`config.mk`:
```
export PLATFORM = sky130hd
export DESIGN_NAME = uart_rx
export DESIGN_NICKNAME = d
export VERILOG_FILES = /design/src/rtl/serial_pkg.sv /design/src/rtl/sync_2ff.sv /design/src/rtl/uart_rx.sv
export SDC_FILE = /design/constraint.sdc
export NUM_CORES = 1
export LEC_CHECK = 0
export CAP_MARGIN = 20
export CORE_MARGIN = 5
export CORE_UTILIZATION = 59
export DETAILED_ROUTE_END_ITERATION = 7
export GPL_ROUTABILITY_DRIVEN = 0
export PLACE_DENSITY = 0.86
export SETUP_SLACK_MARGIN = 0.2
export SLEW_MARGIN = 20
export SYNTH_ARGS = -nofsm -noshare
export SYNTH_HDL_FRONTEND = slang
export SYNTH_HIERARCHICAL = 1
export SYNTH_SLANG_ARGS = --single-unit
```
`constraint.sdc`:
```
create_clock -name clk -period 4.5 [get_ports clk]
set_input_delay 1.35 -clock clk [delete_from_list [all_inputs] [get_ports clk]]
set_output_delay 1.35 -clock clk [all_outputs]
set_load 0.02 [all_outputs]
```
`src/rtl/serial_pkg.sv`:
```
// Definitions shared by the UART receiver and transmitter: line-state
// encoding and default clock/baud rates.
package serial_pkg;

  localparam int DEFAULT_CLOCK_RATE = 100_000_000;
  localparam int DEFAULT_BAUD_RATE  = 115_200;

  typedef enum logic [1:0] {
    IDLE  = 2'd0,
    START = 2'd1,
    DATA  = 2'd2,
    STOP  = 2'd3
  } serial_state_t;

endpackage

```
`src/rtl/sync_2ff.sv`:
```
// Two-flop synchroniser for a single asynchronous input, with a selectable
// reset value so an idle-high line does not look like an edge after reset.
module sync_2ff #(
  parameter logic RESET_VAL = 1'b1
) (
  input  logic clk,
  input  logic rst_n,
  input  logic d,
  output logic q
);

  logic meta;

  always_ff @(posedge clk or negedge rst_n) begin
    if (!rst_n) begin
      meta <= RESET_VAL;
      q    <= RESET_VAL;
    end else begin
      meta <= d;
      q    <= meta;
    end
  end

endmodule

```
`src/rtl/uart_rx.sv`:
```
// 8N1 UART receiver: mid-bit sampling from a half-bit start qualification,
// single-entry output buffer with frame-error and overrun pulses.
module uart_rx
  import serial_pkg::*;
#(
  parameter int CLOCK_RATE     = DEFAULT_CLOCK_RATE,
  parameter int BAUD_RATE      = DEFAULT_BAUD_RATE,
  parameter int CLOCKS_PER_BIT = CLOCK_RATE / BAUD_RATE
) (
  input  logic       clk,
  input  logic       rst,
  input  logic       rx,
  output logic [7:0] data,
  output logic       valid,
  input  logic       ready,
  output logic       busy,
  output logic       frame_err,
  output logic       overrun
);

  localparam int            CW        = $clog2(CLOCKS_PER_BIT);
  localparam logic [CW-1:0] HALF_LOAD = CW'(CLOCKS_PER_BIT / 2 - 1);
  localparam logic [CW-1:0] FULL_LOAD = CW'(CLOCKS_PER_BIT - 1);

  serial_state_t state, state_nx;
  logic [CW-1:0] cnt, cnt_nx;
  logic [2:0]    bit_idx, bit_idx_nx;
  logic [7:0]    shreg, shreg_nx;
  logic          rx_s;
  logic          stop_ok, stop_bad;

  sync_2ff #(.RESET_VAL(1'b1)) u_sync (
    .clk   (clk),
    .rst_n (rst),
    .d     (rx),
    .q     (rx_s)
  );

  always_ff @(posedge clk or negedge rst) begin
    if (!rst) begin
      state   <= IDLE;
      cnt     <= '0;
      bit_idx <= '0;
      shreg   <= '0;
    end else begin
      state   <= state_nx;
      cnt     <= cnt_nx;
      bit_idx <= bit_idx_nx;
      shreg   <= shreg_nx;
    end
  end

  always_comb begin
    state_nx   = state;
    cnt_nx     = cnt;
    bit_idx_nx = bit_idx;
    shreg_nx   = shreg;
    stop_ok    = 1'b0;
    stop_bad   = 1'b0;
    case (state)
      IDLE: begin
        if (!rx_s) begin
          state_nx = START;
          cnt_nx   = HALF_LOAD;
        end
      end
      START: begin
        if (cnt == '0) begin
          // Still low at mid start bit: a real frame, otherwise a glitch.
          if (!rx_s) begin
            state_nx   = DATA;
            cnt_nx     = FULL_LOAD;
            bit_idx_nx = '0;
          end else begin
            state_nx = IDLE;
          end
        end else begin
          cnt_nx = cnt - 1'b1;
        end
      end
      DATA: begin
        if (cnt == '0) begin
          shreg_nx = {rx_s, shreg[7:1]};
          cnt_nx   = FULL_LOAD;
          if (bit_idx == 3'd7) state_nx = STOP;
          else                 bit_idx_nx = bit_idx + 3'd1;
        end else begin
          cnt_nx = cnt - 1'b1;
        end
      end
      STOP: begin
        // Leaving at the stop midpoint lets the next start edge be caught
        // even with no idle time between frames.
        if (cnt == '0) begin
          state_nx = IDLE;
          stop_ok  = rx_s;
          stop_bad = !rx_s;
        end else begin
          cnt_nx = cnt - 1'b1;
        end
      end
      default: state_nx = IDLE;
    endcase
  end

  assign busy = (state != IDLE);

  // Handshake: valid holds data until a cycle with valid && ready; a byte
  // arriving while valid && !ready is dropped with an overrun pulse, while a
  // byte arriving in the consuming cycle replaces the old one seamlessly.
  always_ff @(posedge clk or negedge rst) begin
    if (!rst) begin
      data      <= '0;
      valid     <= 1'b0;
      frame_err <= 1'b0;
      overrun   <= 1'b0;
    end else begin
      frame_err <= stop_bad;
      overrun   <= 1'b0;
      if (stop_ok) begin
        if (!valid || ready) begin
          data  <= shreg;
          valid <= 1'b1;
        end else begin
          overrun <= 1'b1;
        end
      end else if (valid && ready) begin
        valid <= 1'b0;
      end
    end
  end

endmodule

```
==> flow_summary.ini, run 1 <==
[floorplan]
placement_rows = 20
starting_density = 0.616
fp.dieW_um = 66.5
placeableCoreArea_mm2 = 0.00305
io-pin-count = 16
dieHeight_um = 66.5
die-area_mm2 = 0.00442

[sta]
final_hold_viol_count = 0
timing.hold.ws_ns = 0.363
max_freq_mhz = 314
slew_headroom = 0.391
fin_tns_setup_ns = 0
final_setup_skew_ns = 0.0201
final.min_clock_period_ns = 3.19
timing_max_transition_violations_final = 0
worst_pin_slew_ns = 0.909
final_min_period_over_clock_period = 0.708
final-setup-viol-count = 0
grt_setup_unrepaired = false

[synth]
synth.ff_latch_count = 36
synth_compound_gate_area_share = 0.150
synth_fp_nets = 175
synthSimpleGateAreaFrac = 0.131
synthCells = 162
synth_fa_ha_area_frac = 0.0598
combinational_family_with_the_most_area_after_synthesis = compound AO/OA/AOI/OAI gates
synth-seq-area-share = 0.480
post_synth_most_frequent_cells = sky130_fd_sc_hd__dfrtp_1 (34), sky130_fd_sc_hd__mux2_2 (16), sky130_fd_sc_hd__inv_1 (12)
synth_cell_types = 41
synth_area_leader_cell = sky130_fd_sc_hd__dfrtp_1
synth.avg_cell_area_um2 = 11.6
yosys.area.top_type_share = 0.452
post_synthesis_cell_area_mm2 = 0.00188
synth.mux.area_fraction = 0.135
synth-edff-count = 0
async_set_or_reset_register_ratio_after_synthesis = 1.00
synthesis.yosys.warnings = 6
synth_area_leaders = sky130_fd_sc_hd__dfrtp_1 (45%), sky130_fd_sc_hd__mux2_2 (9.6%), sky130_fd_sc_hd__ha_1 (6.0%)
ys_dominant_reg_cell = sky130_fd_sc_hd__dfrtp_1
synth_xor_area_frac = 0
synth.most_common_cell = sky130_fd_sc_hd__dfrtp_1

[cells_and_area]
antenna_cells_inserted = 0
ratio_of_cells_with_drive_above_1_in_the_final_layout = 0.194
area_growth_pct = 13.5
filler_cell_count = 250
register_area_um2 = 903
finalNetCount = 192
design_area_mm2 = 0.00214
area_of_combinational_cells_with_multiple_inputs_um2 = 895

[job]
max_cap_viol_count = 0

[power]
clkPwrFrac = 0.411
seq_power_share = 0.571
report.power.total_w = 0.000572
power_density_mw_per_mm2 = 268
cell_leakage_power_nw = 0.967
p_int_w = 0.000444
max-vdd-ir-drop_mv = 0.229
p_sw_frac = 0.223
power.net_switching_w = 0.000127
p_comb_frac = 0.018

[clocking]
count_of_buffers_added_by_post_cts_timing_repair_for_setup = 0
tritoncts.num_buffers = 5
clock_latency_on_the_worst_skew_pair_ns = 0.36
cts.sink_count = 36
cts_resized = 0
path_clk_slew_ns = 0.13
ctsHoldBuffers = 0
clock_tree_from_tritoncts = yes
clockRootBuffer = sky130_fd_sc_hd__clkbuf_4
cts_max_level = 2
clock_path_buffers = 2

[route]
drt_iter0_drc = 143
final_routed_wirelength_across_all_metal_layers_um = 4150
drt_drc_violations_left = 0
antenna_left = 0
route.vias.total = 1459
firstDrtPassIters = 6
route.detailed.wl_per_inst_um = 18.5
viasPerCell = 6.51

[critical_path]
worst_path_largest_cell_delay_ns = 0.59
crit_family = buffers and inverters
critPathMostFrequentCell = sky130_fd_sc_hd__inv_1
critical_path_class = register to output pin
critical_path_peak_fanout = 4
required_time_at_the_worst_slack_endpoint_ns = 3.15
worst_r2r_startpoint = cnt[0]$_DFFE_PN0P_
timing.critical_path.buf_inv = 3
worstPathArrival_ns = 1.84
startpoint = state[0]$_DFFE_PN0P_
timing.critical_path.cells = inv_1, ha_1, inv_1, clkdlybuf4s50_1
setup.worst_path.end_class = output pin
crit_path_top_delay_cell = sky130_fd_sc_hd__clkdlybuf4s50_1
timing.critical_path.from_type = register

[grt]
grt_max_degree = 37
number_of_antenna_violations_at_the_first_check_in_global_routing = 0
global_route.usage.total = 0.210
first_global_vias = 1408
wire_length_of_the_first_global_routing_pass_um = 6940
grt.overflow.total = 0

[placement]
dpl_cell_area_mm2 = 0.00206
place_hpwl_um = 2880
numPortBuffers = 15

[min_path]
hp-class = register to register
holdCritStartpoint = u_sync/meta$_DFF_PN1_

[run_status]
status = completed
-- final cells by class --
type,instances,area share
multi-input combinational,108,0.419
timing repair buffer,16,0.0738
tap,44,0.0258
clock inverter,3,0.0199
clock buffer,5,0.0176
sequential,36,0.423
inverter,12,0.0211
-- sequential cells by signal, indices dropped and copies added, names as in the netlist, 3 cells and up, named ones only --
name     count
data         8
bit_idx      3
shreg        8
cnt         10
-- path summary, 6_finish.rpt --
kind / endpoint / slack (ns) / cells after the start
max in group asynchronous: u_sync/q$_DFF_PN1_ / 2.76 / 2
max: busy / 1.31 / 4
min reg2reg: u_sync/q$_DFF_PN1_ / 0.36 / 0
min: u_sync/q$_DFF_PN1_ / 0.36 / 0
min in group asynchronous: state[0]$_DFFE_PN0P_ / 1.36 / 2
max reg2reg: cnt[1]$_DFFE_PN0P_ / 1.60 / 6
-- per-stage QoR --
step	worst slack [ns]	utilization	cells
2_1_floorplan	2.26	-	162
3_3_place_gp	1.76	0.673	216
3_5_place_dp	1.70	0.673	216
4_1_cts	1.31	0.700	224
5_1_grt	1.24	0.700	224
6_report	1.31	0.700	224
-- kinds of logic (layout without fill, tap and decap cells) --
| group | Yosys count | after routing |
|---|---|---|
| AOI/OAI and AO/OA | 34 | 34 |
| adders and majority gates | 9 | 9 |
| buffers and inverters | 18 | 36 |
| DFF | 36 | 36 |
| muxes | 23 | 23 |
| and+or+nand+nor | 42 | 42 |
-- power by group through the flow --
| stage | registers (W) | logic, W | clock network, W |
|---|---|---|---|
| after floorplan | 0.000332 | 0.00000121 | 0 |
| after global placement | 0.000332 | 0.0000106 | 0 |
| after detailed placement | 0.000332 | 0.0000110 | 0 |
| after CTS | 0.000326 | 0.0000112 | 0.000238 |
| after global routing | 0.000327 | 0.0000121 | 0.000253 |
| final | 0.000326 | 0.0000105 | 0.000235 |
-- worst register-to-register path, stage by stage (launching register included) --
cell and delay [ns]:
sky130_fd_sc_hd__dfrtp_1 0.45, sky130_fd_sc_hd__inv_1 0.12, sky130_fd_sc_hd__ha_1 0.18, sky130_fd_sc_hd__or4b_4 0.50, sky130_fd_sc_hd__nor3_2 0.71, sky130_fd_sc_hd__a21o_1 0.47
sky130_fd_sc_hd__mux2_1 0.37
-- routing by layer --
metal  up-vias  wire length (µm)  GRT usage
met5         -                 0          0
met4         0               133     0.0787
met3        20               289     0.0590
met2        80              2020      0.344
met1       720              1710      0.261
li1        639                 -          -
-- cells in the final DEF (no fill, tap or decap), types with 3 or more instances in the layout --
cell type	n
sky130_fd_sc_hd__dfrtp_1	34
sky130_fd_sc_hd__mux2_2	16
sky130_fd_sc_hd__clkdlybuf4s50_1	15
sky130_fd_sc_hd__inv_1	12
sky130_fd_sc_hd__nand2_1	10
sky130_fd_sc_hd__ha_1	9
sky130_fd_sc_hd__nor3_1	6
sky130_fd_sc_hd__nor2_1	5
sky130_fd_sc_hd__nand2b_1	5
sky130_fd_sc_hd__a221oi_1	5
sky130_fd_sc_hd__clkbuf_4	5
sky130_fd_sc_hd__a31oi_1	4
sky130_fd_sc_hd__a21oi_1	4
sky130_fd_sc_hd__mux2i_1	4
sky130_fd_sc_hd__a41oi_1	3
sky130_fd_sc_hd__mux2_1	3
sky130_fd_sc_hd__o21ai_0	3
Power figures use the tool's default switching activity.
==> run 2, diff against run 1 <==
--- a/config.mk
+++ b/config.mk
@@ -7,10 +7,10 @@
 export LEC_CHECK = 0
 export CAP_MARGIN = 20
 export CORE_MARGIN = 5
-export CORE_UTILIZATION = 59
+export CORE_UTILIZATION = 51
 export DETAILED_ROUTE_END_ITERATION = 7
 export GPL_ROUTABILITY_DRIVEN = 0
-export PLACE_DENSITY = 0.86
+export PLACE_DENSITY = 0.79
 export SETUP_SLACK_MARGIN = 0.2
 export SLEW_MARGIN = 20
 export SYNTH_ARGS = -nofsm -noshare
==> constraint.sdc (replaced) <==
create_clock -name clk -period 2.7 [get_ports clk]
set_input_delay 0.81 -clock clk [delete_from_list [all_inputs] [get_ports clk]]
set_output_delay 0.81 -clock clk [all_outputs]
set_load 0.02 [all_outputs]
==> run 2 against run 1 <==
Net effect:
- sequential share of layout area shrank 1.2 points
- first-iteration DRC count fell by 41%
- register-to-register slack worse by 1.2 ns
- worst setup slack got worse by 0.95 ns
- clock power grew 78%
- global-route usage fell by 4.1 points
- clock skew is 0.013 ns lower
- die area rose by 13%
- combinational power is 65% higher
- utilization fell by 9.0 points
- largest cell class unchanged
==> flow_summary.ini, run 2 (synthesis results as in run 1) <==
[run_status]
status = completed

[critical_path]
required_time_at_the_worst_slack_endpoint_ns = 2.87
critical_path_peak_fanout = 9
setup.worst_path.end_class = register
critical_path_class = register to register
timing.critical_path.from_type = register
worst_path_largest_cell_delay_ns = 0.50
worstPathArrival_ns = 2.51
timing.critical_path.cells = inv_1, ha_1, or4b_4, o41ai_4, a21o_1, mux2_1
reg2reg_slack_ns = 0.36
crit_path_top_delay_cell = sky130_fd_sc_hd__or4b_4

[grt]
grt_max_degree = 37
number_of_antenna_violations_at_the_first_check_in_global_routing = 0
grt.overflow.total = 0
globalRouteMet1Util = 0.206
globalRouteMet2Util = 0.303
grt_most_used_layer = met2
global_route.usage.total = 0.168
first_global_vias = 1448
global_route.usage.met3 = 0.0412
wire_length_of_the_first_global_routing_pass_um = 6770

[power]
cell_leakage_power_nw = 0.999
max-vdd-ir-drop_mv = 0.398
power_density_mw_per_mm2 = 446

[job]
max_cap_viol_count = 0

[sta]
fin_tns_setup_ns = 0
final-setup-viol-count = 0
grt_setup_unrepaired = false
final_hold_viol_count = 0
max_freq_mhz = 428
final_setup_skew_ns = 0.00667
slew_headroom = 0.614
worst_pin_slew_ns = 0.578
timing.hold.ws_ns = 0.349
timing_max_transition_violations_final = 0
setup_slack_ns = 0.364
final_min_period_over_clock_period = 0.865
final.min_clock_period_ns = 2.34

[floorplan]
starting_density = 0.522
fp.dieW_um = 70.7
die-area_mm2 = 0.00500
io-pin-count = 16
placeableCoreArea_mm2 = 0.00361
placement_rows = 22
dieHeight_um = 70.7

[route]
route.vias.total = 1371
antenna_left = 0
final_routed_wirelength_across_all_metal_layers_um = 3890
route.detailed.wl_per_inst_um = 16.8
firstDrtPassIters = 4
drt_drc_violations_left = 0
drt_iter0_drc = 84
viasPerCell = 5.91

[cells_and_area]
largest-register = cnt
leading_cell_type_in_the_layout_fill_and_taps_excluded = sky130_fd_sc_hd__dfrtp_1
largest_registers_in_the_final_layout = cnt (10), data (8), shreg (8)
antenna_cells_inserted = 0
filler_cell_count = 286
ratio_of_cells_with_drive_above_1_in_the_final_layout = 0.207
most-common-layout-cells = sky130_fd_sc_hd__dfrtp_1 (34), sky130_fd_sc_hd__mux2_2 (16), sky130_fd_sc_hd__clkdlybuf4s50_1 (14)
finalNetCount = 196
area_growth_pct = 16.9
largest_register_ffs = 10

[clocking]
ctsHoldBuffers = 0
cts.sink_count = 36
clockRootBuffer = sky130_fd_sc_hd__clkbuf_8
path_clk_slew_ns = 0.07
clock_latency_on_the_worst_skew_pair_ns = 0.29
cts_max_level = 2
clock_path_buffers = 2
tritoncts.num_buffers = 5
clock_tree_from_tritoncts = yes

[min_path]
hp-class = register to register

[placement]
numPortBuffers = 15
preCtsSetupSlack_ns = 0.308
place_hpwl_um = 2860
-- run 2: area by class of cell --
class | instances | area, µm² | share of cell area
Sequential cell | 36 | 903 | 0.411
Clock buffer | 8 | 100 | 0.0455
Tap cell | 48 | 60.1 | 0.0273
Timing Repair Buffer | 20 | 190 | 0.0865
Inverter | 12 | 45.0 | 0.0205
Multi-Input combinational cell | 108 | 901 | 0.410
-- run 2: critical path, delay by kind of cell (launching register included) --
kind                       cells  cell delay, ns
AOI/OAI and AO/OA              2            0.70
adders and majority gates      1            0.15
buffers and inverters          1            0.11
DFF                            1            0.43
muxes                          1            0.33
and+or+nand+nor                1            0.50
-- run 2: per-layer routing --
layer	part of all wire	wire length, µm
met5	0	0
met4	0.0049	19
met3	0.031	120
met2	0.53	2050
met1	0.44	1700
-- run 2: what timing repair did --
action	4_1_cts	5_1_grt
endpoints found under the setup margin	0	15
setup buffers	0	0
endpoints found under the hold margin	0	0
gates resized for setup	0	2
-- run 2: through the flow --
| stage | std cells | total power (W) | util | cell area, µm² |
|---|---|---|---|---|
| 2_1_floorplan | 162 | 0.000555 | - | 1880 |
| 3_3_place_gp | 224 | 0.000571 | 0.580 | 2090 |
| 3_5_place_dp | 224 | 0.000572 | 0.580 | 2090 |
| 4_1_cts | 232 | 0.000992 | 0.608 | 2190 |
| 5_1_grt | 232 | 0.00102 | 0.610 | 2200 |
| 6_report | 232 | 0.000980 | 0.610 | 2200 |
-- run 2: path summary, 6_finish.rpt --
path	to	cells past startpoint	startpoint
max	cnt[0]$_DFFE_PN0P_	6	cnt[0]$_DFFE_PN0P_
min	u_sync/q$_DFF_PN1_	0	u_sync/meta$_DFF_PN1_
max reg2reg	cnt[0]$_DFFE_PN0P_	6	cnt[0]$_DFFE_PN0P_
min reg2reg	u_sync/q$_DFF_PN1_	0	u_sync/meta$_DFF_PN1_
max in group asynchronous	u_sync/meta$_DFF_PN1_	2	rst
min in group asynchronous	cnt[2]$_DFFE_PN0P_	2	rst
-- run 2: power by group --
part,internal (W),switching [W]
registers,0.000542,0.00000169
logic,0.00000562,0.0000117
clock network,0.000233,0.000187
total,0.000780,0.000200
